`config.mk`:
```
export PLATFORM = sky130hd
export DESIGN_NAME = verb_event_monitor
export DESIGN_NICKNAME = d
export VERILOG_FILES = /design/src/rtl/verb_mon_pkg.sv /design/src/rtl/verb_mon_fifo.sv /design/src/rtl/verb_event_monitor.sv
export SDC_FILE = /design/constraint.sdc
export NUM_CORES = 1
export LEC_CHECK = 0
export CAP_MARGIN = 20
export CORE_ASPECT_RATIO = 2
export CORE_UTILIZATION = 65
export CTS_BUF_LIST = sky130_fd_sc_hd__clkbuf_8
export CTS_CLUSTER_DIAMETER = 50
export DETAILED_ROUTE_END_ITERATION = 8
export DONT_BUFFER_PORTS = 1
export PLACE_DENSITY = 0.81
export SYNTH_ARGS = -nofsm -noshare
export SYNTH_HDL_FRONTEND = slang
export SYNTH_HIERARCHICAL = 1
export SYNTH_SLANG_ARGS = --single-unit
```
`constraint.sdc`:
```
create_clock -name clk -period 20.9 [get_ports clk]
set_input_delay 6.27 -clock clk [delete_from_list [all_inputs] [get_ports clk]]
set_output_delay 6.27 -clock clk [all_outputs]
set_load 0.005 [all_outputs]
```
`src/rtl/verb_mon_pkg.sv`:
```
// Shared types for the Verb event monitor: tone and topic codes, the event record
// and the observe FSM states.
package verb_mon_pkg;

   localparam int MON_DATA_WIDTH = 8;
   localparam int MON_TS_WIDTH   = 32;
   localparam int MON_CNT_WIDTH  = 16;

   typedef enum logic [2:0] {
      TRACE = 3'd0,
      DEBUG = 3'd1,
      INFO  = 3'd2,
      WARN  = 3'd3,
      ERROR = 3'd4,
      FATAL = 3'd5
   } tone_e;

   typedef enum logic [1:0] {
      TOPIC_NONE = 2'd0,
      STBL       = 2'd1,
      OBSERVE    = 2'd2
   } topic_e;

   typedef enum logic {
      OBS_IDLE = 1'b0,
      OBS_WAIT = 1'b1
   } obs_state_e;

   typedef struct packed {
      tone_e                      level;
      topic_e                     topic;
      logic [MON_TS_WIDTH-1:0]    ts;
      logic [MON_DATA_WIDTH-1:0]  data;
      logic [MON_CNT_WIDTH-1:0]   count;
   } event_t;

endpackage

```
`src/rtl/verb_mon_fifo.sv`:
```
// Event FIFO: DEPTH storage entries behind a registered head, so a record written
// into empty storage appears at the head one cycle later.
module verb_mon_fifo
   import verb_mon_pkg::*;
#(
   parameter int DEPTH = 4
) (
   input  logic   clk,
   input  logic   rst,
   input  logic   push,
   input  event_t din,
   input  logic   pop,
   output event_t head,
   output logic   full,
   output logic   empty
);

   localparam int           AW       = $clog2(DEPTH);
   localparam logic [AW:0]  FULL_CNT = (AW+1)'(DEPTH);

   event_t          mem [DEPTH];
   logic [AW-1:0]   wr_ptr;
   logic [AW-1:0]   rd_ptr;
   logic [AW:0]     cnt;
   logic            head_v;
   logic            load;
   logic            wr;

   // A pop that refills the head frees a storage slot, so push-while-full still lands.
   assign load  = (cnt != '0) && (!head_v || pop);
   assign full  = (cnt == FULL_CNT) && !load;
   assign wr    = push && !full;
   assign empty = !head_v;

   // NOTE: storage has no reset; nothing reads an entry before it is written.
   always_ff @(posedge clk) begin
      if (wr) mem[wr_ptr] <= din;
   end

   // NOTE: sequential state uses <= so every register samples pre-edge values.
   always_ff @(posedge clk or posedge rst) begin
      if (rst) begin
         wr_ptr <= '0;
         rd_ptr <= '0;
         cnt    <= '0;
         head_v <= 1'b0;
         head   <= '0;
      end else begin
         if (wr) wr_ptr <= wr_ptr + 1'b1;
         if (load) begin
            rd_ptr <= rd_ptr + 1'b1;
            head   <= mem[rd_ptr];
            head_v <= 1'b1;
         end else if (pop) begin
            head_v <= 1'b0;
         end
         cnt <= cnt + {{AW{1'b0}}, wr} - {{AW{1'b0}}, load};
      end
   end

endmodule

```
`src/rtl/verb_event_monitor.sv`:
```
// In-fabric stability and bounded-observe checker; each outcome becomes a
// timestamped record drained over valid/ready. Record field widths come from verb_mon_pkg.
module verb_event_monitor
   import verb_mon_pkg::*;
#(
   parameter int DATA_WIDTH = MON_DATA_WIDTH,
   parameter int TS_WIDTH   = MON_TS_WIDTH,
   parameter int CNT_WIDTH  = MON_CNT_WIDTH,
   parameter int DEPTH      = 4
) (
   input  logic                   clk,
   input  logic                   rst,
   input  logic                   stb_flag,
   input  logic [DATA_WIDTH-1:0]  stb_data,
   input  logic                   obs_start,
   input  logic [CNT_WIDTH-1:0]   obs_limit,
   input  logic                   obs_active,
   input  logic                   obs_flag,
   output logic                   ev_valid,
   input  logic                   ev_ready,
   output logic [2:0]             ev_level,
   output logic [1:0]             ev_topic,
   output logic [TS_WIDTH-1:0]    ev_time,
   output logic [DATA_WIDTH-1:0]  ev_data,
   output logic [CNT_WIDTH-1:0]   ev_count,
   output logic                   overflow,
   output logic                   obs_busy
);

   logic [TS_WIDTH-1:0]    ts_q;

   logic                   last_flag;
   logic [DATA_WIDTH-1:0]  last_data;
   logic [CNT_WIDTH-1:0]   stb_cycles;
   logic                   stb_stable;
   logic                   stb_ev;
   event_t                 stb_rec;

   obs_state_e             obs_state, obs_state_nx;
   logic [CNT_WIDTH-1:0]   obs_cnt, obs_cnt_nx;
   logic [CNT_WIDTH-1:0]   obs_lim, obs_lim_nx;
   logic [CNT_WIDTH-1:0]   obs_cnt_inc;
   logic                   obs_ev;
   event_t                 obs_rec;

   event_t                 stb_pend, obs_pend;
   logic                   stb_pend_v, obs_pend_v;
   logic                   stb_push, obs_push;
   logic                   fifo_full, fifo_empty;
   event_t                 fifo_din, fifo_head;

   // NOTE: every always_comb output gets a default first, so no path can infer a latch.
   always_comb begin
      stb_ev        = 1'b0;
      stb_rec       = '0;
      stb_rec.topic = STBL;
      stb_rec.ts    = ts_q;
      if (last_flag && stb_flag && stb_stable && (stb_data != last_data)) begin
         stb_ev        = 1'b1;
         stb_rec.level = ERROR;
         stb_rec.data  = stb_data;
         stb_rec.count = stb_cycles;
      end else if (last_flag && !stb_flag && stb_stable) begin
         stb_ev        = 1'b1;
         stb_rec.level = INFO;
         stb_rec.data  = last_data;
         stb_rec.count = stb_cycles;
      end
   end

   always_ff @(posedge clk or posedge rst) begin
      if (rst) begin
         ts_q       <= '0;
         last_flag  <= 1'b0;
         last_data  <= '0;
         stb_cycles <= '0;
         stb_stable <= 1'b0;
      end else begin
         ts_q      <= ts_q + 1'b1;
         last_flag <= stb_flag;
         last_data <= stb_data;
         if (stb_flag && !last_flag) begin
            stb_cycles <= CNT_WIDTH'(1);
            stb_stable <= 1'b1;
         end else if (stb_flag) begin
            if (stb_ev) stb_stable <= 1'b0;
            if (stb_cycles != '1) stb_cycles <= stb_cycles + 1'b1;
         end
      end
   end

   assign obs_cnt_inc = obs_cnt + 1'b1;

   always_comb begin
      obs_state_nx  = obs_state;
      obs_cnt_nx    = obs_cnt;
      obs_lim_nx    = obs_lim;
      obs_ev        = 1'b0;
      obs_rec       = '0;
      obs_rec.topic = OBSERVE;
      obs_rec.ts    = ts_q;
      case (obs_state)
         OBS_IDLE: begin
            if (obs_start) begin
               if (obs_limit == '0) begin
                  obs_ev        = 1'b1;
                  obs_rec.level = ERROR;
               end else begin
                  obs_lim_nx   = obs_limit;
                  obs_cnt_nx   = '0;
                  obs_state_nx = OBS_WAIT;
               end
            end
         end
         OBS_WAIT: begin
            if (obs_flag == obs_active) begin
               obs_ev        = 1'b1;
               obs_rec.level = INFO;
               obs_rec.count = obs_cnt;
               obs_state_nx  = OBS_IDLE;
            end else if (obs_cnt_inc == obs_lim) begin
               obs_ev        = 1'b1;
               obs_rec.level = ERROR;
               obs_rec.count = obs_lim;
               obs_state_nx  = OBS_IDLE;
            end else begin
               obs_cnt_nx = obs_cnt_inc;
            end
         end
         default: obs_state_nx = OBS_IDLE;
      endcase
   end

   always_ff @(posedge clk or posedge rst) begin
      if (rst) begin
         obs_state <= OBS_IDLE;
         obs_cnt   <= '0;
         obs_lim   <= '0;
      end else begin
         obs_state <= obs_state_nx;
         obs_cnt   <= obs_cnt_nx;
         obs_lim   <= obs_lim_nx;
      end
   end

   assign obs_busy = (obs_state == OBS_WAIT);

   // Stability wins the single FIFO write slot; observe waits a cycle.
   assign stb_push = stb_pend_v && !fifo_full;
   assign obs_push = obs_pend_v && !fifo_full && !stb_pend_v;
   assign fifo_din = stb_pend_v ? stb_pend : obs_pend;

   always_ff @(posedge clk or posedge rst) begin
      if (rst) begin
         stb_pend   <= '0;
         stb_pend_v <= 1'b0;
         obs_pend   <= '0;
         obs_pend_v <= 1'b0;
         overflow   <= 1'b0;
      end else begin
         if (stb_ev) begin
            if (stb_pend_v && !stb_push) begin
               overflow <= 1'b1;
            end else begin
               stb_pend   <= stb_rec;
               stb_pend_v <= 1'b1;
            end
         end else if (stb_push) begin
            stb_pend_v <= 1'b0;
         end
         if (obs_ev) begin
            if (obs_pend_v && !obs_push) begin
               overflow <= 1'b1;
            end else begin
               obs_pend   <= obs_rec;
               obs_pend_v <= 1'b1;
            end
         end else if (obs_push) begin
            obs_pend_v <= 1'b0;
         end
      end
   end

   verb_mon_fifo #(.DEPTH(DEPTH)) u_fifo (
      .clk   (clk),
      .rst   (rst),
      .push  (stb_push | obs_push),
      .din   (fifo_din),
      .pop   (ev_valid & ev_ready),
      .head  (fifo_head),
      .full  (fifo_full),
      .empty (fifo_empty)
   );

   assign ev_valid = !fifo_empty;
   assign ev_level = fifo_head.level;
   assign ev_topic = fifo_head.topic;
   assign ev_time  = fifo_head.ts;
   assign ev_data  = fifo_head.data;
   assign ev_count = fifo_head.count;

endmodule

```
# After elaboration in Yosys (flattened, before gate mapping)
# Memories as Yosys holds them, arrays and structs flattened. A register that Yosys moved wholly into a read port is not among the register bits.
# Index checks and enable logic that the tools add are counted.
word_totals:
  regBits: 214
  latch_bits: 0
  ram_bits: 244
  mem_bits_ro: 0
  inputBits: 31
  out_inout_bits: 64
  elab_cells: 138
  n_memories: 1
op_classes:
  n_addsub: 7
  multipliers: 0
  div: 0
  magnitude_cmp: 0
  n_eq_ne: 11
  shift: 0
  n_mux: 50
  bitwise: 6
  reduce_logical: 39
mem_list:
  columns: ["memory", "words", "width", "read_ports", "rd_ports_with_merged_regs", "write_ports", "line_no", "rtl"]
  rows:
  - ["u_fifo.mem", 4, 61, 1, 1, 1, "verb_mon_fifo.sv:21", "event_t mem [DEPTH];"]
ops:
  columns: ["op", "count"]
  rows:
  - ["16-bit 2-to-1 mux", 10]
  - ["61-bit 2-to-1 mux", 1]
  - ["24-bit 2-to-1 mux", 2]
  - ["16-bit by 1-bit adder with 16-bit output, second input constant", 2]
  - ["32-bit by 1-bit adder with 32-bit output, second input constant", 1]
  - ["16-bit one-hot mux with 2 select lines", 1]
  - ["1-bit 2-to-1 mux", 27]
  - ["16-bit equality test", 1]
  - ["16-bit zero test", 1]
  - ["16-bit inequality test, second input constant", 1]
  - ["3-bit 2-to-1 mux", 5]
  - ["1-bit logical AND", 14]
  - ["2-bit inequality test, second input constant", 6]
  - ["2-bit AND reduction", 6]
  - ["2-bit nonzero test", 6]
  - ["1-bit zero test", 8]
  - ["8-bit inequality test", 1]
  - ["3-bit one-hot mux with 2 select lines", 1]
  - ["2-bit by 1-bit adder with 2-bit output, second input constant", 2]
  - ["1-bit inverter", 4]
  - ["1-bit one-hot mux with 2 select lines", 2]
  - ["4-bit AND reduction", 1]
  - ["3-bit by 1-bit adder with 3-bit output", 1]
  - ["3-bit equality test, second input constant", 1]
  - ["8 further kinds", 8]

# Depth between registers and ports, before layout
# Gate-level depths: netlist of run 1.
logic_depth:
  depth_word: 13
  mapped_depth: 15
  ltp_nobuf: 15

# By module
# The synthesis of run 1 kept the hierarchy.
by_module_without_submodules:
  columns: ["module", "instances", "cells_each", "area_each_um2", "seq_area_each_um2"]
  rows:
  - ["verb_mon_fifo", 1, 489, 11649.9, 9053.7]
  - ["verb_event_monitor", 1, 937, 9932.0, 5104.9]

# Least setup slack after synthesis of run 1
# Ideal clock, no wire load.
synth_path:
  path_type: "input to register"
  from: "input port ev_ready"
  to: "memory u_fifo/mem[0][0] in the netlist's numbering (enable)"
  setup_time_ps: 425
  arrival_time_ps: 8699
  t_required_ps: 20475
  path_slack_ps: 11775
  stages: 7
  n_path_buf: 0
  path_cell_list: "nor2b_1 -> nor2b_1 -> and3_1 -> nor2_1 -> inv_1 -> a31oi_1 -> and2_1"
synth_between:
  elab_chain_len: 12
  elab_cells_between_ends: 13
  cone_classes: "mux: 2; bitwise: 2; reduce/logical: 9"
synth_rtl:
  columns: ["element", "line_no", "rtl"]
  rows:
  - ["start, declared", "verb_event_monitor.sv:20", "input logic ev_ready,"]
  - ["1-bit bitwise AND (*)", "verb_event_monitor.sv:189", ".pop (ev_valid & ev_ready),"]
  - ["1-bit logical OR (*)", "verb_mon_fifo.sv:30", "assign load = (cnt != '0) && (!head_v || pop);"]
  - ["1-bit logical AND (*)", "verb_mon_fifo.sv:30", null]
  - ["1-bit zero test (*)", "verb_mon_fifo.sv:31", "assign full = (cnt == FULL_CNT) && !load;"]
  - ["1-bit logical AND (*)", "verb_mon_fifo.sv:31", null]
  - ["net fifo_full", "verb_event_monitor.sv:49", "logic fifo_full, fifo_empty;"]
  - ["1-bit zero test (*)", "verb_mon_fifo.sv:32, verb_event_monitor.sv:149, verb_event_monitor.sv:150", null]
  - ["1-bit logical AND (2 in a row)", "verb_event_monitor.sv:150", "assign obs_push = obs_pend_v && !fifo_full && !stb_pend_v;"]
  - ["1-bit OR", "verb_event_monitor.sv:187", ".push (stb_push | obs_push),"]
  - ["1-bit logical AND (*)", "verb_mon_fifo.sv:32", "assign wr = push && !full;"]
  - ["1-bit 2-to-1 mux (*)", "verb_mon_fifo.sv:37", "if (wr) mem[wr_ptr] <= din;"]
  - ["1-bit 2-to-1 mux (not written as such) (*)", "verb_mon_fifo.sv:37", null]
  - ["end, declared", "verb_mon_fifo.sv:21", null]
# The timed path passes the listed nets; every way through them passes the cells marked *.

# Worst setup path in the final report of run 1
layout_path:
  from: "input port obs_limit[13]"
  to: "register obs_pend[49] in the netlist's numbering"
layout_between:
  elab_chain_len: 5
layout_rtl:
  columns: ["element", "line_no", "rtl"]
  rows:
  - ["start, declared", "verb_event_monitor.sv:16", "input logic [CNT_WIDTH-1:0] obs_limit,"]
  - ["16-bit zero test", "verb_event_monitor.sv:105", "if (obs_limit == '0) begin"]
  - ["1-bit 2-to-1 mux", "verb_event_monitor.sv:105", null]
  - ["1-bit 2-to-1 mux", "verb_event_monitor.sv:104", "if (obs_start) begin"]
  - ["1-bit one-hot mux with 2 select lines", "verb_event_monitor.sv:102", "case (obs_state)"]
  - ["2-bit AND reduction (no line)", null, null]
  - ["end signal, assigned", "verb_event_monitor.sv:175", "obs_pend <= obs_rec;"]
  - ["end, declared", "verb_event_monitor.sv:46", "event_t stb_pend, obs_pend;"]
# Every way passes these cells.
# A chain may end at the register's enable or synchronous reset.

==> impl_summary.md, run 1 <==
Status
The flow ran to the end, and the final reports show no timing, DRC or antenna violations.

Synthesis
The library cell occupying the most area in the post-synthesis netlist is sky130_fd_sc_hd__edfxtp_1. The count of cell types in the netlist is 67. The number of standard cells after synthesis is 1426. The most used flip-flop cell after synthesis is sky130_fd_sc_hd__dfrtp_1. The sequential element share of the synthesized area is 65.6%.

Counting flops with an async set or reset pin after synthesis yields a share of 52.8%. The mapped netlist covers 21600 um2. The Yosys step of the flow raised 6 warnings.

The share of synthesized area in the top cell type comes to 33.9%. The post-synthesis area per instance is 15.1 um2. Yosys mapped a number of flops with a built-in enable equal to 244.

By area the synthesized netlist is led by sky130_fd_sc_hd__edfxtp_1 (34%), sky130_fd_sc_hd__dfrtp_1 (32%), sky130_fd_sc_hd__mux2_2 (7.2%), sky130_fd_sc_hd__mux4_2 (6.3%), sky130_fd_sc_hd__nand2_1 (3.1%). Synthesis inferred 517 register bits.

Timing
Setup repair after global routing left no endpoint under its margin. Across the routed clock network, the largest skew measured is 0.0294 ns. The number of pins with negative max-slew slack in the final report was 0. Static timing analysis puts the maximum clock frequency at 118 MHz. The final-layout worst hold slack is 0.461 ns. The share of the clock period used by the worst path after layout is 40.5%. The setup total negative slack is 0 ns. For the pin with the worst max-slew slack, the measured transition is 1.03 ns. The worst slew slack as a fraction of its limit is 31.4%. In the post-route analysis, the smallest setup slack over all paths is 12.43 ns. The final count of hold timing violations is 0. The worst path needs 8.47 ns of the cycle, external delays included. The final-report setup violation count is 0.

Cells and area
The signed area change from the synthesized netlist to the final layout is 7.94%. For this run, the post-layout net count is 1482. In the final layout, the share of cells above drive strength 1 is 24.6%. Once layout is complete, the utilization of the core stands at 71.0%. The final design instance area without fill is 23300 um2.

The number of standard cells in the layout, taps in and fillers out is 1931.

Worst hold path
The kind of path behind the tightest hold check is flop to flop.

Worst setup path
On the critical path, the stage with the largest delay is an instance of sky130_fd_sc_hd__nor4_1. The sort of element at the end of the critical path is a flop. The maximum fanout count along the critical path is 49. The peak per-stage delay on the critical path is 0.65 ns. For the worst setup path, the data required time is 21.38 ns. The arrival time reported for the critical path endpoint is 8.95 ns. Grouping stages by cell kind, the critical path spends the most delay in simple AND/OR/NAND/NOR gates. Together, buffers and inverters on the worst path number 1. Traced cell by cell, the critical path runs through nor4_1 > and4_1 > a21oi_1 > nor2_1 > a21boi_4 > buf_4 > mux2_2. The startpoint type of the worst setup path is an input port. The type of the worst setup path is input port to flop.

Routing
The number of detailed-routing iterations run before antenna repair is 6. The post-detailed-route count of antenna-violating nets is 0. The routed wire length is 43900 um. The wire length per cell is 22.8 um. In the routed design, unresolved DRC markers number 0. After detailed routing, the number of vias per cell comes to 6.09. The total via count in the routed design is 11.8k.

The violation count after the first detailed-route iteration is 711.

Power
The power density relative to cell area is 126 nW/um2. Summed over all cells, the static leakage comes to 9.61 nW. After layout, the design draws a total of 2.94 mW. The worst-case IR drop observed on VDD is 0.0844 mV.

Clock tree
The master cell of the clock root buffer is sky130_fd_sc_hd__clkbuf_8. The number of clock buffers added by TritonCTS is 70. The number of cells upsized or downsized after cts is 0. The latest clock arrival within the worst-skew pair is 0.63 ns. The maximum root-to-sink buffer count is 3. Buffers added to address setup during post-CTS repair amount to 0. After clock tree synthesis, the flow added hold-fix buffers numbering 0.

The H-tree depth reported by CTS is 3. The TritonCTS clock tree is done. The post-CTS clock slew at the launch and capture registers of the worst setup and hold paths is 0.06 ns. Clock tree synthesis found a total of 517 sinks.

Global route
Entering global routing, the biggest net connects 135 pins. The overall fraction of global-route tracks in use is 27.8%. The first global-routing pass estimated 69000 um of wire. The via count of the first global-routing pass is 12.7k. The initial antenna violation count is 1. Global routing finished with a remaining overflow of 0.

Floorplanning
Measured along the y axis, the die boundary spans 260 um. The top-level I/O count is 95. Once the floorplan was initialized, standard cells occupied 65.8% of the core. After floorplanning, the core was divided into 94 placement rows. The die area is 34000 um2. The floorplan step set the die width to 131 um. The total area inside the core boundary comes to 32800 um2.

Placed design
The worst slack at placement is 11.88 ns. Once detailed placement completed, the half-perimeter wirelength came to 28700 um. The global placer's final weighted congestion is 0.930. Counting tap cells, the placed design contains a total of 1801 instances. Input and output buffers added on the ports amount to 0. Summing all placed instances gives a cell area of 21900 um2.

Run
The tool flagged a number of max-cap violations equal to 0.
==> layer usage <==
layer / track usage, % / wire length [um]
met4: 16.3 / 2370
met5: 0 / 0
met3: 5.78 / 1980
met1: 28.8 / 15100
met2: 50.6 / 24500
==> report_power, final <==
part | total, mW | switching, mW | internal [mW]
sequential | 1.50 | 0.163 | 1.34
combinational | 0.679 | 0.322 | 0.357
clock | 0.761 | 0.364 | 0.397
total | 2.94 | 0.849 | 2.10
==> layout make-up <==
class | count | area [um2]
diodes | 1 | 2.50
repair buffers | 16 | 120
fillers | 2066 | 9520
clock inverters | 47 | 284
inverters | 30 | 121
well taps | 432 | 541
clock buffers | 82 | 1130
flip-flops and latches | 517 | 14200
multi-input cells | 806 | 6930
==> Yosys cell counts (2+ instances only) <==
library cell / number
sky130_fd_sc_hd__or3_1: 2
sky130_fd_sc_hd__a21oi_1: 3
sky130_fd_sc_hd__mux2_2: 138
sky130_fd_sc_hd__o21ai_0: 15
sky130_fd_sc_hd__edfxtp_1: 244
sky130_fd_sc_hd__or4_1: 12
sky130_fd_sc_hd__and3_1: 24
sky130_fd_sc_hd__a22o_1: 17
sky130_fd_sc_hd__mux2i_1: 3
sky130_fd_sc_hd__nor4_1: 9
sky130_fd_sc_hd__nand2b_1: 7
sky130_fd_sc_hd__a211oi_1: 2
sky130_fd_sc_hd__and4_1: 11
sky130_fd_sc_hd__and2_1: 17
sky130_fd_sc_hd__mux4_2: 60
sky130_fd_sc_hd__xnor2_1: 42
sky130_fd_sc_hd__a21o_1: 3
sky130_fd_sc_hd__buf_6: 7
sky130_fd_sc_hd__nor3_1: 5
sky130_fd_sc_hd__nand2_1: 181
sky130_fd_sc_hd__buf_8: 3
sky130_fd_sc_hd__nor2_1: 38
sky130_fd_sc_hd__clkbuf_1: 38
sky130_fd_sc_hd__inv_1: 30
sky130_fd_sc_hd__xor2_1: 29
sky130_fd_sc_hd__nand3_1: 47
sky130_fd_sc_hd__nand4_1: 20
sky130_fd_sc_hd__nor3b_1: 3
sky130_fd_sc_hd__ha_1: 9
sky130_fd_sc_hd__mux2_4: 39
sky130_fd_sc_hd__buf_2: 23
sky130_fd_sc_hd__nand3b_1: 2
sky130_fd_sc_hd__nor2b_1: 9
sky130_fd_sc_hd__a222oi_1: 8
sky130_fd_sc_hd__o22ai_1: 2
sky130_fd_sc_hd__a31oi_1: 18
sky130_fd_sc_hd__dfrtp_1: 273
sky130_fd_sc_hd__buf_4: 4
==> registers in the layout, summed over array words and instances (netlist names), 2 cells and up <==
| signal | flops |
|---|---|
| last_data | 8 |
| obs_cnt | 16 |
| obs_lim | 16 |
| obs_pend | 51 |
| stb_cycles | 16 |
| stb_pend | 59 |
| ts_q | 32 |
| u_fifo/cnt | 3 |
| u_fifo/head | 61 |
| u_fifo/mem | 244 |
| u_fifo/rd_ptr | 2 |
| u_fifo/wr_ptr | 2 |
==> path summary, 6_finish.rpt <==
kind,slack (ns),to,start,depth (start not counted)
hold / removal,0.46,obs_pend[57],obs_pend[57],1
min in group asynchronous,5.57,u_fifo/head[45],rst,1
setup reg to reg,16.87,obs_pend[49],obs_cnt[2],8
setup / recovery,12.43,obs_pend[49],obs_limit[13],7
hold reg to reg,0.46,obs_pend[57],obs_pend[57],1
max in group asynchronous,13.69,stb_pend_v,rst,2
==> cells by family after synthesis <==
family                   Yosys count  share of synthesized area [%]
AO/OA/AOI/OAI                     82                           2.88
XOR/XNOR                          71                           2.88
adder cells (fa/ha/maj)           10                          0.615
buffers and inverters            106                           2.45
flip-flops                       517                           65.6
multiplexers                     241                           16.4
other                              1                         0.0174
AND/OR/NAND/NOR                  398                           9.13
==> cells in the final DEF, fill, tap and decap left out, types with 3 or more instances in the layout <==
master                       netlist  final
sky130_fd_sc_hd__and3_1           24     24
sky130_fd_sc_hd__and4_1           11     11
sky130_fd_sc_hd__nor2b_1           9      9
sky130_fd_sc_hd__nor3_1            5      5
sky130_fd_sc_hd__buf_4             4     16
sky130_fd_sc_hd__a22o_1           17     17
sky130_fd_sc_hd__or4_1            12     12
sky130_fd_sc_hd__o21ai_0          15     15
sky130_fd_sc_hd__and2_2            0      4
sky130_fd_sc_hd__clkinv_1          0     10
sky130_fd_sc_hd__clkinv_2          0      5
sky130_fd_sc_hd__clkinvlp_4        0      5
sky130_fd_sc_hd__and2_1           17     13
sky130_fd_sc_hd__nand2_1         181    181
sky130_fd_sc_hd__mux2i_1           3      3
sky130_fd_sc_hd__a21o_1            3      3
sky130_fd_sc_hd__inv_1            30     52
sky130_fd_sc_hd__xor2_1           29     29
sky130_fd_sc_hd__nor2_1           38     38
sky130_fd_sc_hd__mux2_2          138    138
sky130_fd_sc_hd__nor3b_1           3      3
sky130_fd_sc_hd__ha_1              9      9
sky130_fd_sc_hd__clkbuf_8          0     82
sky130_fd_sc_hd__xnor2_1          42     42
sky130_fd_sc_hd__a222oi_1          8      8
sky130_fd_sc_hd__conb_1            1      4
sky130_fd_sc_hd__nand4_1          20     20
sky130_fd_sc_hd__nand3_1          47     47
sky130_fd_sc_hd__mux4_2           60     60
sky130_fd_sc_hd__nor4_1            9      9
sky130_fd_sc_hd__bufinv_16         0      3
sky130_fd_sc_hd__dfrtp_1         273    270
sky130_fd_sc_hd__nand2b_1          7      6
sky130_fd_sc_hd__edfxtp_1        244    244
sky130_fd_sc_hd__a31oi_1          18     18
sky130_fd_sc_hd__mux2_4           39     39
Note: power is estimated with default switching activity, not from simulation.
==> inputs of run 2 (changes only) <==
--- a/config.mk
+++ b/config.mk
@@ -7,12 +7,12 @@
 export LEC_CHECK = 0
 export CAP_MARGIN = 20
 export CORE_ASPECT_RATIO = 2
-export CORE_UTILIZATION = 65
+export CORE_UTILIZATION = 60
 export CTS_BUF_LIST = sky130_fd_sc_hd__clkbuf_8
 export CTS_CLUSTER_DIAMETER = 50
 export DETAILED_ROUTE_END_ITERATION = 8
 export DONT_BUFFER_PORTS = 1
-export PLACE_DENSITY = 0.81
+export PLACE_DENSITY = 0.79
 export SYNTH_ARGS = -nofsm -noshare
 export SYNTH_HDL_FRONTEND = slang
 export SYNTH_HIERARCHICAL = 1
==> constraint.sdc (replaced) <==
create_clock -name clk -period 7.6 [get_ports clk]
set_input_delay 2.28 -clock clk [delete_from_list [all_inputs] [get_ports clk]]
set_output_delay 2.28 -clock clk [all_outputs]
set_load 0.005 [all_outputs]
==> run 2 against run 1 <==
  * Sequential cell count stayed put
  * Global-route usage is 2.2 points lower
  * Sequential share of layout area is 0.37 points lower
  * Routed wire length is 1.1% higher
  * Cell area is 0.61% higher
  * Critical path depth is 1 higher
  * Non-clock buffer count is 2 higher
  * Die area is 8.2% higher
  * Count of clock-buffer cells in the layout is 3 higher
  * Worst hold slack better by 0.0035 ns
  * Utilization is 4.4 points lower
  * Critical path type unchanged
  * Largest cell class unchanged
==> impl_summary.md, run 2 (synthesized netlist as in run 1, its figures left out) <==
Worst setup path
The sort of element at the end of the critical path is a flop. The arrival time reported for the critical path endpoint was 4.99 ns (-3.96 ns). The maximum fanout count along the critical path was 36 (-27%). The data required time of the critical path is 7.88 ns (-13.50 ns). The flop-to-flop setup slack is 3.54 ns (-13.33 ns). The category of cells accounting for the largest share of critical-path delay is simple AND/OR/NAND/NOR gates. The critical path is of the input port to flop type. The startpoint type of the worst setup path is an input port. The peak per-stage delay on the critical path came to 0.94 ns (+0.29 ns). The worst path buffer plus inverter count is 2 (+1). The largest individual stage delay along the critical path comes from the cell sky130_fd_sc_hd__and2_2. The critical path goes through nor2b_1 > nor2b_1 > and3_1 > nor2_1 > inv_1 > a31oi_1 > and2_2 > buf_4. The dominant cell type by count on the critical path is sky130_fd_sc_hd__nor2b_1.

Timing
The minimum setup slack in the final design is 2.89 ns (-9.55 ns). The setup total negative slack was 0 ns (unchanged). The share of the clock period used by the worst path after layout is 62.0%.

The final-layout worst hold slack came to 0.465 ns (+0.00346 ns). The slew at the pin with the worst max-slew slack is 1.08 ns (+0.0510 ns). The clock period could shrink to 4.71 ns. The number of pins with negative max-slew slack in the final report was 0 (unchanged). The final-report setup violation count is 0 (unchanged).

Setup repair after global routing left no endpoint under its margin. The worst slew slack as a fraction of its limit is 28.0% (-3.4 points). The final worst clock skew is 0.0225 ns (-0.00690 ns). The final count of hold timing violations is 0 (unchanged). The peak clock frequency supported by timing is 212 MHz.

Worst hold path
The tightest min-delay check is of the flop to flop type.

Clock tree
The total CTS buffers is 72 (+2.9%). The maximum root-to-sink buffer count is 3 (unchanged). The number of hold buffers added after CTS is 0 (unchanged). The H-tree depth reported by CTS was 3 (unchanged). The master cell of the clock root buffer is sky130_fd_sc_hd__clkbuf_8.

The post-CTS setup repair buffer count was 0 (unchanged). The post-CTS clock slew at the launch and capture registers of the worst setup and hold paths is 0.06 ns (about the same). TritonCTS built the clock tree. The number of cells upsized or downsized after cts is 0 (unchanged).

The number of sinks driven by the clock tree is 517 (unchanged). The latest clock arrival within the worst-skew pair is 0.63 ns (about the same).

Placed design
The HPWL after detailed placement is 29600 um (+3.1%). The number of buffers added on ports was 0 (unchanged). The global placer's final weighted congestion is 0.873 (-6.0%). The cell area after placement came to 21900 um2 (+0.13%). The worst slack at placement is 2.28 ns (-9.60 ns). The placed instance count came to 1816 (+0.83%).

Floorplanning
The die width came to 136 um (+4.0%). The total number of placement rows is 97 (+3.2%). The die outline height is 270 um (+4.1%). The die area is 36800 um2 (+8.2%). The initial core utilization is 61.3% (-4.5 points).

The core footprint came to 35200 um2 (+7.3%). The top-level I/O count came to 95 (unchanged).

Routing
The routed wire length is 44400 um (+1.1%). The total DRC errors in the routed layout is 0 (unchanged). The post-detailed-route count of antenna-violating nets is 0 (unchanged). The number of detailed-routing iterations run before antenna repair is 5 (-1).

The violation count after the first detailed-route iteration is 684 (-3.8%). The wire length per cell is 22.8 um (+0.25%). The total via count in the routed design is 11.7k (-0.62%). The ratio of routed vias to standard cells was 6.00 (-1.5%).

Power
The leakage power summed over all cells is 9.68 nW (+0.63%). The power density relative to cell area is 354 nW/um2 (+180%). The power after layout came to 8.30 mW (+180%). The maximum vdd drop is 0.213 mV (+150%).

Global route
The maximum number of pins on one net before global-route repair was 70 (-48%). The overall fraction of global-route tracks in use is 25.6% (-2.2 points). The first-pass GRT wire length was 69400 um (+0.60%). The overall overflow remaining after global route came to 0 (unchanged). The via count of the first global-routing pass is 12.6k (-0.87%).

The initial antenna violation count came to 1 (unchanged).

Cells and area
Counting flops per register, the top entry is u_fifo/mem. The final design instance area without fill is 23400 um2 (+0.61%). The total area of multi-input combinational cells was 6930 um2 (unchanged). The largest registers in the layout are u_fifo/mem: 244 flops, u_fifo/head: 61 flops, stb_pend: 59 flops. The commonest non-fill, non-tap cell in the layout is sky130_fd_sc_hd__dfrtp_1. The total number of nets in the final design is 1486 (+0.27%).

The library cells used most frequently in the layout, excluding fill and tap cells, are sky130_fd_sc_hd__dfrtp_1 (270), sky130_fd_sc_hd__edfxtp_1 (244), sky130_fd_sc_hd__nand2_1 (181). The sequential standard cell area came to 14200 um2 (unchanged). The fill cell total of the finished layout was 2414 (+17%). The signed area change from the synthesized netlist to the final layout is 8.59%. The number of flip-flops in the largest register came to 244 (unchanged).

The post-route core utilization is 66.6% (-4.4 points). The ratio of cells with drive above 1 in the final layout was 25.0% (+0.47 points). The number of standard cells in the layout, taps in and fillers out is 1948 (+0.88%).

Status
The run finished with clean final reports.

Run
The max capacitance violation total is 0 (unchanged).
-- run 2: layer usage --
| layer | up-vias | wire, um | track usage, % |
|---|---|---|---|
| met1 | 5974 | 15000 | 26.4 |
| met5 | - | 0 | 0 |
| li1 | 5289 | - | - |
| met2 | 306 | 25500 | 47.2 |
| met4 | 0 | 2180 | 14.2 |
| met3 | 120 | 1820 | 4.77 |
-- run 2: where the power goes --
group	internal [mW]	switching (mW)
registers	3.69	0.421
clock network	1.23	1.02
logic	0.990	0.955
-- run 2: final timing paths --
kind / from / cells past startpoint / to
worst max register to register: obs_cnt[2] / 7 / obs_pend[55]
worst min-delay path: obs_pend[57] / 1 / obs_pend[57]
min in group asynchronous: rst / 1 / u_fifo/head[45]
worst min register to register: obs_pend[57] / 1 / obs_pend[57]
worst max-delay path: ev_ready / 8 / u_fifo/mem[1][59]
max in group asynchronous: rst / 2 / ts_q[0]
-- run 2: cell type report --
cell class | instances | area share [%]
diodes | 1 | 0.0107
clock buffers | 85 | 4.99
clock inverters | 46 | 1.52
inverters | 30 | 0.502
multi-input cells | 806 | 29.6
flip-flops and latches | 517 | 60.4
well taps | 445 | 2.38
repair buffers | 18 | 0.577
-- run 2: worst register-to-register path: stages, from the launching register on --
cell                      delay (ns)
sky130_fd_sc_hd__dfrtp_1        0.66
sky130_fd_sc_hd__nand3_1        0.41
sky130_fd_sc_hd__nor4_1         0.43
sky130_fd_sc_hd__mux2_2         0.39
sky130_fd_sc_hd__nor4_1         0.42
sky130_fd_sc_hd__and4_1         0.91
sky130_fd_sc_hd__o21ai_0        0.37
sky130_fd_sc_hd__mux2_2         0.35
==> inputs of run 3 (changes only) <==
==> constraint.sdc (replaced) <==
create_clock -name clk -period 4.24 [get_ports clk]
set_input_delay 1.272 -clock clk [delete_from_list [all_inputs] [get_ports clk]]
set_output_delay 1.272 -clock clk [all_outputs]
set_load 0.005 [all_outputs]
==> run 3 against run 2 <==
  * Worst hold slack gained 0.0037 ns
  * First-iteration DRC count grew 21%
  * Total power grew 80%
  * Die area unchanged
  * Clock power increased by 79%
  * Sequential power up 78%
  * Cell area grew 1.0%
  * Utilization rose by 0.69 points
  * Critical endpoint is now obs_pend[32]
==> impl_summary.md, run 3 (synthesized netlist as in run 1, its figures left out) <==
Timing
The final count of hold timing violations came to 0 (unchanged). The number of pins with negative max-slew slack in the final report is 0 (unchanged). The slew at the pin with the worst max-slew slack was 0.959 ns (-0.121 ns).

The final worst clock skew was 0.0199 ns (-0.00262 ns). The worst slew slack as a fraction of its limit is 35.9% (+8.0 points). The final-report setup violation count is 0 (unchanged).

The setup total negative slack came to 0 ns (unchanged). The worst path uses 83.3% of the clock period. The clock period could shrink to 3.53 ns. Derived from the worst setup path, the maximum achievable clock frequency is 283 MHz.

Setup repair after global routing left no endpoint under its margin.

Cells and area
The ratio of cells with drive above 1 in the final layout is 26.5% (+1.4 points). In the layout the commonest cells are sky130_fd_sc_hd__dfrtp_1 (270), sky130_fd_sc_hd__edfxtp_1 (244), sky130_fd_sc_hd__nand2_1 (181). Leaving out fill and tap cells, the most frequent cell in the layout is sky130_fd_sc_hd__dfrtp_1. Ranked by flip-flop count, first place goes to u_fifo/mem. The total number of nets in the final design is 1502 (+1.1%).

The largest registers in the layout are u_fifo/mem: 244 flops, u_fifo/head: 61 flops, stb_pend: 59 flops. The signed area change from the synthesized netlist to the final layout is 9.72%. The number of flip-flops in the largest register is 244 (unchanged).

Clock tree
The number of cells upsized or downsized after cts was 0 (unchanged). The master cell of the clock root buffer is sky130_fd_sc_hd__clkbuf_8. The H-tree depth reported by CTS came to 3 (unchanged). The number of hold buffers added after CTS is 0 (unchanged). The post-CTS clock slew at the launch and capture registers of the worst setup and hold paths was 0.07 ns (about the same).

The maximum root-to-sink buffer count came to 3 (unchanged). The number of sinks driven by the clock tree came to 517 (unchanged). The post-CTS setup repair buffer count is 0 (unchanged). The total CTS buffers was 70 (-2.8%). The TritonCTS clock tree is done. The latest clock arrival within the worst-skew pair is 0.62 ns (about the same).

Worst setup path
The flop-to-flop setup slack is 0.71 ns (-2.83 ns). The maximum fanout count along the critical path is 25 (-31%). In this run the critical register-to-register path is captured at obs_pend[32]. STA classifies the critical path startpoint as a flop. The type of the worst setup path is flop to flop.

In this run the critical register-to-register path is launched from obs_cnt[0]. The data required time of the critical path was 4.73 ns (-3.15 ns). The worst setup path is captured at a flop.

The arrival time reported for the critical path endpoint is 4.02 ns (-0.97 ns). The number of cells on the worst reg-to-reg path came to 9 (+2).

Global route
The maximum number of pins on one net before global-route repair is 93 (+33%). The via count of the first global-routing pass came to 13.0k (+2.8%). The overall overflow remaining after global route is 0 (unchanged). The first-pass GRT wire length is 69900 um (+0.69%). The initial antenna violation count is 1 (unchanged). The overall fraction of global-route tracks in use is 25.4% (-0.16 points).

Worst hold path
The worst hold path terminates at stb_pend[56]. The startpoint identified for the worst hold timing path is stb_pend[56]. The kind of path behind the tightest hold check is flop to flop. The hold path depth is 1 (unchanged).

Placed design
The HPWL after detailed placement is 28800 um (-2.5%). The number of buffers added on ports came to 0 (unchanged). The global placer's final weighted congestion was 0.957 (+9.6%).

Floorplanning
The die outline height was 270 um (unchanged). The total number of placement rows was 97 (unchanged). The initial core utilization is 61.3% (unchanged).

The top-level I/O count was 95 (unchanged). The die width is 136 um (unchanged). The die area is 36800 um2 (unchanged). The core footprint is 35200 um2 (unchanged).

Routing
The post-detailed-route count of antenna-violating nets is 0 (unchanged). The total DRC errors in the routed layout came to 0 (unchanged). The wire length per cell is 22.2 um (-2.9%).

The routed wire length was 43500 um (-2.1%). The number of detailed-routing iterations run before antenna repair is 5 (unchanged). The violation count after the first detailed-route iteration is 828 (+21%). The ratio of routed vias to standard cells was 6.04 (+0.70%). The total via count in the routed design was 11.9k (+1.6%).

Power
The power after layout came to 14.9 mW (+80%). The leakage power summed over all cells is 9.80 nW (+1.3%). The maximum vdd drop is 0.501 mV (+140%). The power density relative to cell area is 630 nW/um2 (+78%).

Status
The run finished with clean final reports.

Run
The max capacitance violation total came to 0 (unchanged).
[run 3: cell count changes in the layout (fill, tap and decap cells not counted)]
cell                         delta
sky130_fd_sc_hd__buf_12         +9
sky130_fd_sc_hd__clkinvlp_4     -1
sky130_fd_sc_hd__clkinv_2      +10
sky130_fd_sc_hd__inv_1          -6
sky130_fd_sc_hd__clkbuf_8       -1
sky130_fd_sc_hd__clkinv_1       -3
sky130_fd_sc_hd__buf_4          +9
[run 3: through the flow]
stage / instances / setup WS [ns] / utilization, % / cell area, um2 / hold WS [ns]
after floorplan: 1429 / 0.113 / - / 21600 / 0.426
after global placement: 1834 / 0.615 / 62.9 / 22200 / 0.444
after detailed placement: 1834 / 0.533 / 62.9 / 22200 / 0.448
after CTS: 1964 / 0.748 / 67.3 / 23700 / 0.468
after global routing: 1965 / 0.583 / 67.3 / 23700 / 0.480
final: 1965 / 0.708 / 67.3 / 23700 / 0.469
[run 3: layer usage]
metal / wire (um) / global-route usage [%]
met1: 15300 / 27.0
met2: 24600 / 46.8
met3: 1650 / 4.37
met4: 1970 / 13.2
met5: 0 / 0
[run 3: worst max path at each step]
stage	from	end	slack, ns
after floorplan	ev_ready	u_fifo/mem[2][0]	0.11
after global placement	obs_limit[2]	obs_pend[14]	0.62
after detailed placement	obs_limit[2]	obs_pend[14]	0.53
after CTS	obs_cnt[0]	obs_pend[32]	0.75
after global routing	obs_cnt[3]	obs_pend[34]	0.58
final	obs_cnt[0]	obs_pend[32]	0.71
[run 3: cell type report]
type                    count  area, um2
well taps                 445        557
repair buffers             36        383
multi-input cells         806       6930
clock inverters            46        365
clock buffers              84       1160
fillers                  2407      11500
inverters                  30        118
flip-flops and latches    517      14200
diodes                      1       2.50
[run 3: critical path, stage by stage (launching register included)]
cell and delay [ns]:
sky130_fd_sc_hd__dfrtp_1 0.50, sky130_fd_sc_hd__ha_1 0.49, sky130_fd_sc_hd__nand3_2 0.19, sky130_fd_sc_hd__or2_1 0.29, sky130_fd_sc_hd__a221o_1 0.39, sky130_fd_sc_hd__a2111oi_4 0.38
sky130_fd_sc_hd__nand4_2 0.27, sky130_fd_sc_hd__a21boi_4 0.30, sky130_fd_sc_hd__buf_12 0.23, sky130_fd_sc_hd__mux2_2 0.36
[run 3: power by group]
group | switching [mW] | leakage (nW) | total [mW] | internal, mW
registers | 0.708 | 5.78 | 7.31 | 6.60
clock network | 1.82 | 0.849 | 4.01 | 2.18
logic | 1.74 | 3.17 | 3.61 | 1.86
==> variant 1: new RTL, config.mk and constraints of run 2 <==
`DEPTH` is set to 4 in 2 places; all go to 8.
--- a/src/rtl/verb_mon_fifo.sv
+++ b/src/rtl/verb_mon_fifo.sv
@@ -5,3 +5,3 @@
 #(
-   parameter int DEPTH = 4
+   parameter int DEPTH = 8
 ) (
--- a/src/rtl/verb_event_monitor.sv
+++ b/src/rtl/verb_event_monitor.sv
@@ -8,3 +8,3 @@
    parameter int CNT_WIDTH  = MON_CNT_WIDTH,
-   parameter int DEPTH      = 4
+   parameter int DEPTH      = 8
 ) (
Check against the original RTL: not equivalent (a bounded check fails within 10 cycles, from zero or initial values and one cycle with rst high).
==> variant 1 against run 2 <==
Total power up 43%. Sequential cell count up 247. Sequential power up 42%. Synthesized area up 45%. Die area up 44%. Combinational power up 59%. Final cell count up 50%. Setup slack worse by 0.44 ns. Critical endpoint is now u_fifo/mem[0][34]$_DFFE_PP_. Cell area up 45%. Via count up 55%. Routed wire length up 53%.
==> variant 1: results (changes against run 2) <==
* Status: complete, no violations
* Crit path DAT at 5.44 ns (+0.45 ns)
* Slew headroom at 0.237 (-0.0429)
* TritonRoute pass-1 iters at 7 (+2)
* Netlist cell types at 69 (+3.0%)
* Critical Path End: u_fifo/mem[0][34]$_DFFE_PP_
* Ys flop type: edfxtp_1
* Crit-path max FO at 50 (+39%)
* Port Buffer Count at 0 (unchanged)
* LEAKAGE at 13.8 nW (+43%)
* R2R Path End: obs_pend[33]$_DFFE_PP0P_
* Post-DP HPWL at 40.6 mm (+37%)
* Number of enable flip-flop cells after synthesis at 488 (+100%)
* Final slew viol count at 0 (unchanged)
* Initial antenna violation count at 2 (+1)
* R2R Setup Slk at 3.29 ns (-0.25 ns)
* CP Launch Point: ev_ready
* Commonest non-fill, non-tap cell in the layout: edfxtp_1
* Worst vdd ir at 0.000475 V (+120%)
* Clock Latency Late Sink at 0.69 ns (+0.06 ns)
* Worst r2r src: obs_cnt[2]$_DFFE_PP0P_
* H-tree Lvls at 3 (unchanged)
* DRT iter0 DRCs at 1477 (+120%)
* Final Hold Viols at 0 (unchanged)
* Total CTS buffers at 98 (+36%)
* Critical Path Start Type: input port
* Layout cell share with drive strength beyond 1 at 0.138 (-0.112)
* First-pass GRT wire length at 105 mm (+51%)
* Clock-pin slew on the worst setup and hold paths at 0.06 ns (about the same)
* Non-Filler Instances at 2931 (+50%)
* Placed Cells at 2744 (+51%)
* Asr flop ratio synth at 0.361 (-0.167)
* Final ANT Viol Nets at 0 (unchanged)
* Ys Warns at 6 (unchanged)
* P_sw at 3.87 mW (+62%)
* Hold Crit Class: reg2reg
* Syn Area/Cell at 14.4 um2 (-4.8%)
* Vias in the first global route at 18800 (+49%)
* Total Nets Final at 2228 (+50%)
* RePlAce Congestion at 0.966 (+11%)
* Top cells by count, synth: 488 x edfxtp_1, 313 x nand2_1, 276 x dfrtp_1
* Synth area leaders: edfxtp_1 47%, dfrtp_1 22%, mux2i_1 7.9%
* Setup bufs post-CTS at 0 (unchanged)
* Largest net degree at the start of global routing at 128 (+83%)
* Post-synthesis sequential area ratio at 0.689 (+0.0334)
* Max clock buf depth at 3 (unchanged)
* Biggest regs: u_fifo/mem: 488 flops, u_fifo/head: 61 flops, stb_pend: 59 flops
* Total number of vias at 18100 (+55%)
* Top delay family on crit path: simple AND/OR/NAND/NOR gates
* Fin Clk Skew at 0.0324 ns (+0.00993 ns)
* Total Routing Usage GR at 0.263 (+0.00693)
* DR WL/cell at 23.2 um (+1.5%)
* CP peak stage delay at 0.77 ns (-0.17 ns)
* Number of gates resized after CTS at 0 (unchanged)
* Root buffer cell: clkbuf_8
* Slowest cell on crit path: buf_4
-- variant 1: worst min path at each step --
stage	from	endpoint	slack [ns]	cells after the start
after floorplan	obs_pend[57]$_DFFE_PP0P_	obs_pend[57]$_DFFE_PP0P_	0.43	1
after global placement	stb_pend[56]$_DFFE_PP0P_	stb_pend[56]$_DFFE_PP0P_	0.44	1
after detailed placement	stb_pend[54]$_DFFE_PP0P_	stb_pend[54]$_DFFE_PP0P_	0.46	2
after CTS	stb_pend[25]$_DFFE_PP0P_	stb_pend[25]$_DFFE_PP0P_	0.47	2
after global routing	stb_pend[0]$_DFFE_PP0P_	stb_pend[0]$_DFFE_PP0P_	0.49	2
final	stb_pend[25]$_DFFE_PP0P_	stb_pend[25]$_DFFE_PP0P_	0.47	2
-- variant 1: worst register-to-register path: cells and delay by family, from the launching register on --
family	cells	cell delay, ns
AO/OA/AOI/OAI	1	0.66
buffers and inverters	1	0.55
flip-flops	1	0.67
multiplexers	2	0.80
AND/OR/NAND/NOR	4	1.49
-- variant 1: logic make-up (layout without fill, tap and decap cells) --
kind of cell / Yosys count / after routing / share of synthesized area
flops: 764 / 764 / 0.689
simple gates: 602 / 602 / 0.0900
mux: 363 / 363 / 0.122
compound gates: 207 / 207 / 0.0501
buf+inv: 150 / 243 / 0.0238
xor+xnor: 72 / 72 / 0.0202
fa+ha+maj: 11 / 11 / 0.00464
other cells: 1 / 9 / 0.000120
-- variant 1: final cells by class --
class	instances	area [um2]
sequential	764	21600
fill	3548	17800
multi-input combinational	1263	9130
clock buffer	113	1560
tap	660	826
clock inverter	71	405
timing repair buffer	32	318
inverter	27	106
antenna	1	2.50
-- variant 1: per-layer routing --
metal | share of wire | global-route usage | up-vias | wire length (um)
met1 | 0.36 | 0.307 | 9166 | 24600
li1 | - | - | 8072 | -
met4 | 0.033 | 0.109 | 0 | 2240
met3 | 0.064 | 0.0394 | 163 | 4330
met2 | 0.54 | 0.473 | 719 | 36700
met5 | 0 | 0 | - | 0
-- variant 1: power groups by stage --
| stage | clock (mW) | combinational (mW) | sequential, mW |
|---|---|---|---|
| finish | 2.94 | 3.09 | 5.85 |
| detailed placement | 0 | 3.07 | 5.93 |
| global route | 3.16 | 3.32 | 5.92 |
| floorplan | 0 | 2.33 | 5.74 |
| CTS | 3.00 | 3.08 | 5.85 |
| global placement | 0 | 2.95 | 5.89 |
-- variant 1: through the flow --
step | instance area, um2 | setup slack (ns) | power, mW
5_1_grt | 33900 | 2.33 | 12.4
4_1_cts | 33900 | 2.55 | 11.9
6_report | 33900 | 2.44 | 11.9
3_3_place_gp | 31900 | 1.95 | 8.84
3_5_place_dp | 31900 | 1.84 | 9.00
2_1_floorplan | 31300 | 0.876 | 8.06
==> variant 2: new RTL, settings of run 2 <==
Without the edit above. `ts_q` and `last_data` no longer have a reset.
--- a/src/rtl/verb_event_monitor.sv
+++ b/src/rtl/verb_event_monitor.sv
@@ -72,5 +72,3 @@
       if (rst) begin
-         ts_q       <= '0;
          last_flag  <= 1'b0;
-         last_data  <= '0;
          stb_cycles <= '0;
@@ -78,5 +76,3 @@
       end else begin
-         ts_q      <= ts_q + 1'b1;
          last_flag <= stb_flag;
-         last_data <= stb_data;
          if (stb_flag && !last_flag) begin
@@ -89,2 +85,7 @@
       end
+   end
+
+   always_ff @(posedge clk) begin
+      ts_q      <= ts_q + 1'b1;
+      last_data <= stb_data;
    end
Check against the original RTL: not equivalent (Yosys sat finds a counterexample within 4 cycles, from zero or initial values and one cycle with rst high).
==> variant 2 against run 2 <==
Cell area decreased by 2.2%. Synthesized cell count decreased by 1.1%. Hold slack improved by 0.0025 ns. Utilization decreased by 0.069 points. Synthesized area decreased by 2.2%. Routed wire length decreased by 5.6%. Sequential cell count unchanged. Setup slack improved by 0.11 ns. Total power decreased by 2.7%. Critical path type unchanged. Critical endpoint is now obs_pend[55]$_DFFE_PP0P_. Largest cell class unchanged.
==> variant 2: results (changes against run 2) <==
* Status: complete, no violations
* Worst vdd ir at 0.000248 V (+16%)
* Asr flop ratio synth at 0.451 (-0.0774)
* Synth area leaders: edfxtp_1 35%, dfrtp_1 28%, mux4_2 6.4%
* Slew headroom at 0.319 (+0.0389)
* Vias in the first global route at 12300 (-2.4%)
* R2R Setup Slk at 3.64 ns (+0.10 ns)
* Netlist cell types at 66 (-1.5%)
* Largest net degree at the start of global routing at 110 (+57%)
* Total CTS buffers at 69 (-4.2%)
* Switching share of total power at 0.297 (+0.00878)
* Total Nets Final at 1478 (-0.54%)
* DRT iter0 DRCs at 536 (-22%)
* Total Routing Usage GR at 0.249 (-0.00663)
* Ys flop type: edfxtp_1
* DR WL/cell at 21.7 um (-5.0%)
* CP peak stage delay at 0.97 ns (+0.03 ns)
* RePlAce Congestion at 0.971 (+11%)
* Total number of vias at 11400 (-2.1%)
* First-pass GRT wire length at 66.7 mm (-3.9%)
* # fillers at 2329 (-3.5%)
* Post-synthesis sequential area ratio at 0.662 (+0.00553)
* Top cells by count, synth: 244 x edfxtp_1, 233 x dfrtp_1, 226 x nand2_1
* Layout cell share with drive strength beyond 1 at 0.230 (-0.0201)
* Post-DP HPWL at 28.0 mm (-5.4%)
* Slowest cell on crit path: o21ai_4
* Crit path DAT at 5.10 ns (+0.11 ns)
* Fin Clk Skew at 0.0194 ns (-0.00313 ns)
* Top delay family on crit path: compound AO/OA/AOI/OAI gates
* R2R depth at 9 (+2)
* Crit-path max FO at 26 (-28%)
-- variant 2: logic make-up after synthesis --
family / after synthesis / share of synthesized area
adder cells (fa/ha/maj): 10 / 0.00629
buffers and inverters: 98 / 0.0231
AO/OA/AOI/OAI: 89 / 0.0329
flip-flops: 517 / 0.662
AND/OR/NAND/NOR: 394 / 0.0874
multiplexers: 223 / 0.156
other: 1 / 0.000178
XOR/XNOR: 78 / 0.0324
-- variant 2: worst max path at each step --
stage,to,slack [ns],start,cells after the start
finish,obs_pend[55]$_DFFE_PP0P_,3.00,obs_active,6
global route,obs_pend[55]$_DFFE_PP0P_,2.88,obs_active,6
detailed placement,u_fifo/mem[2][17]$_DFFE_PP_,2.22,ev_ready,9
global placement,u_fifo/mem[0][5]$_DFFE_PP_,2.21,ev_ready,9
CTS,u_fifo/mem[2][16]$_DFFE_PP_,2.88,ev_ready,9
floorplan,last_flag$_DFF_PP0_,0.89,rst,1
-- variant 2: stage by stage --
step | hold slack (ns) | std cells | setup WS (ns) | area [um2] | total power, mW
3_3_place_gp | 0.443 | 1802 | 2.21 | 21500 | 6.02
5_1_grt | 0.485 | 1936 | 2.88 | 22900 | 8.47
6_report | 0.467 | 1936 | 3.00 | 22900 | 8.07
4_1_cts | 0.469 | 1932 | 2.88 | 22900 | 8.15
3_5_place_dp | 0.450 | 1804 | 2.22 | 21500 | 6.13
2_1_floorplan | 0.402 | 1413 | 0.887 | 21100 | 5.60
-- variant 2: layer usage --
| metal | part of all wire | track usage | vias to the layer above |
|---|---|---|---|
| met5 | 0 | 0 | - |
| met1 | 0.35 | 0.274 | 5822 |
| li1 | - | - | 5226 |
| met3 | 0.050 | 0.0511 | 82 |
| met4 | 0.038 | 0.117 | 0 |
| met2 | 0.56 | 0.455 | 318 |
-- variant 2: power by group through the flow --
stage               clock network, mW  logic [mW]  registers [mW]
finish                           2.01        1.99            4.07
global route                     2.18        2.15            4.13
CTS                              2.06        2.01            4.08
detailed placement                  0        2.00            4.13
global placement                    0        1.92            4.10
floorplan                           0        1.67            3.93
-- variant 2: cell type report --
type                       count  share of cell area
sequential                   517               0.609
tap                          441              0.0241
inverter                      30             0.00518
multi-input combinational    798               0.292
antenna                        1            0.000109
timing repair buffer          21              0.0103
clock buffer                  82              0.0492
clock inverter                46             0.00988
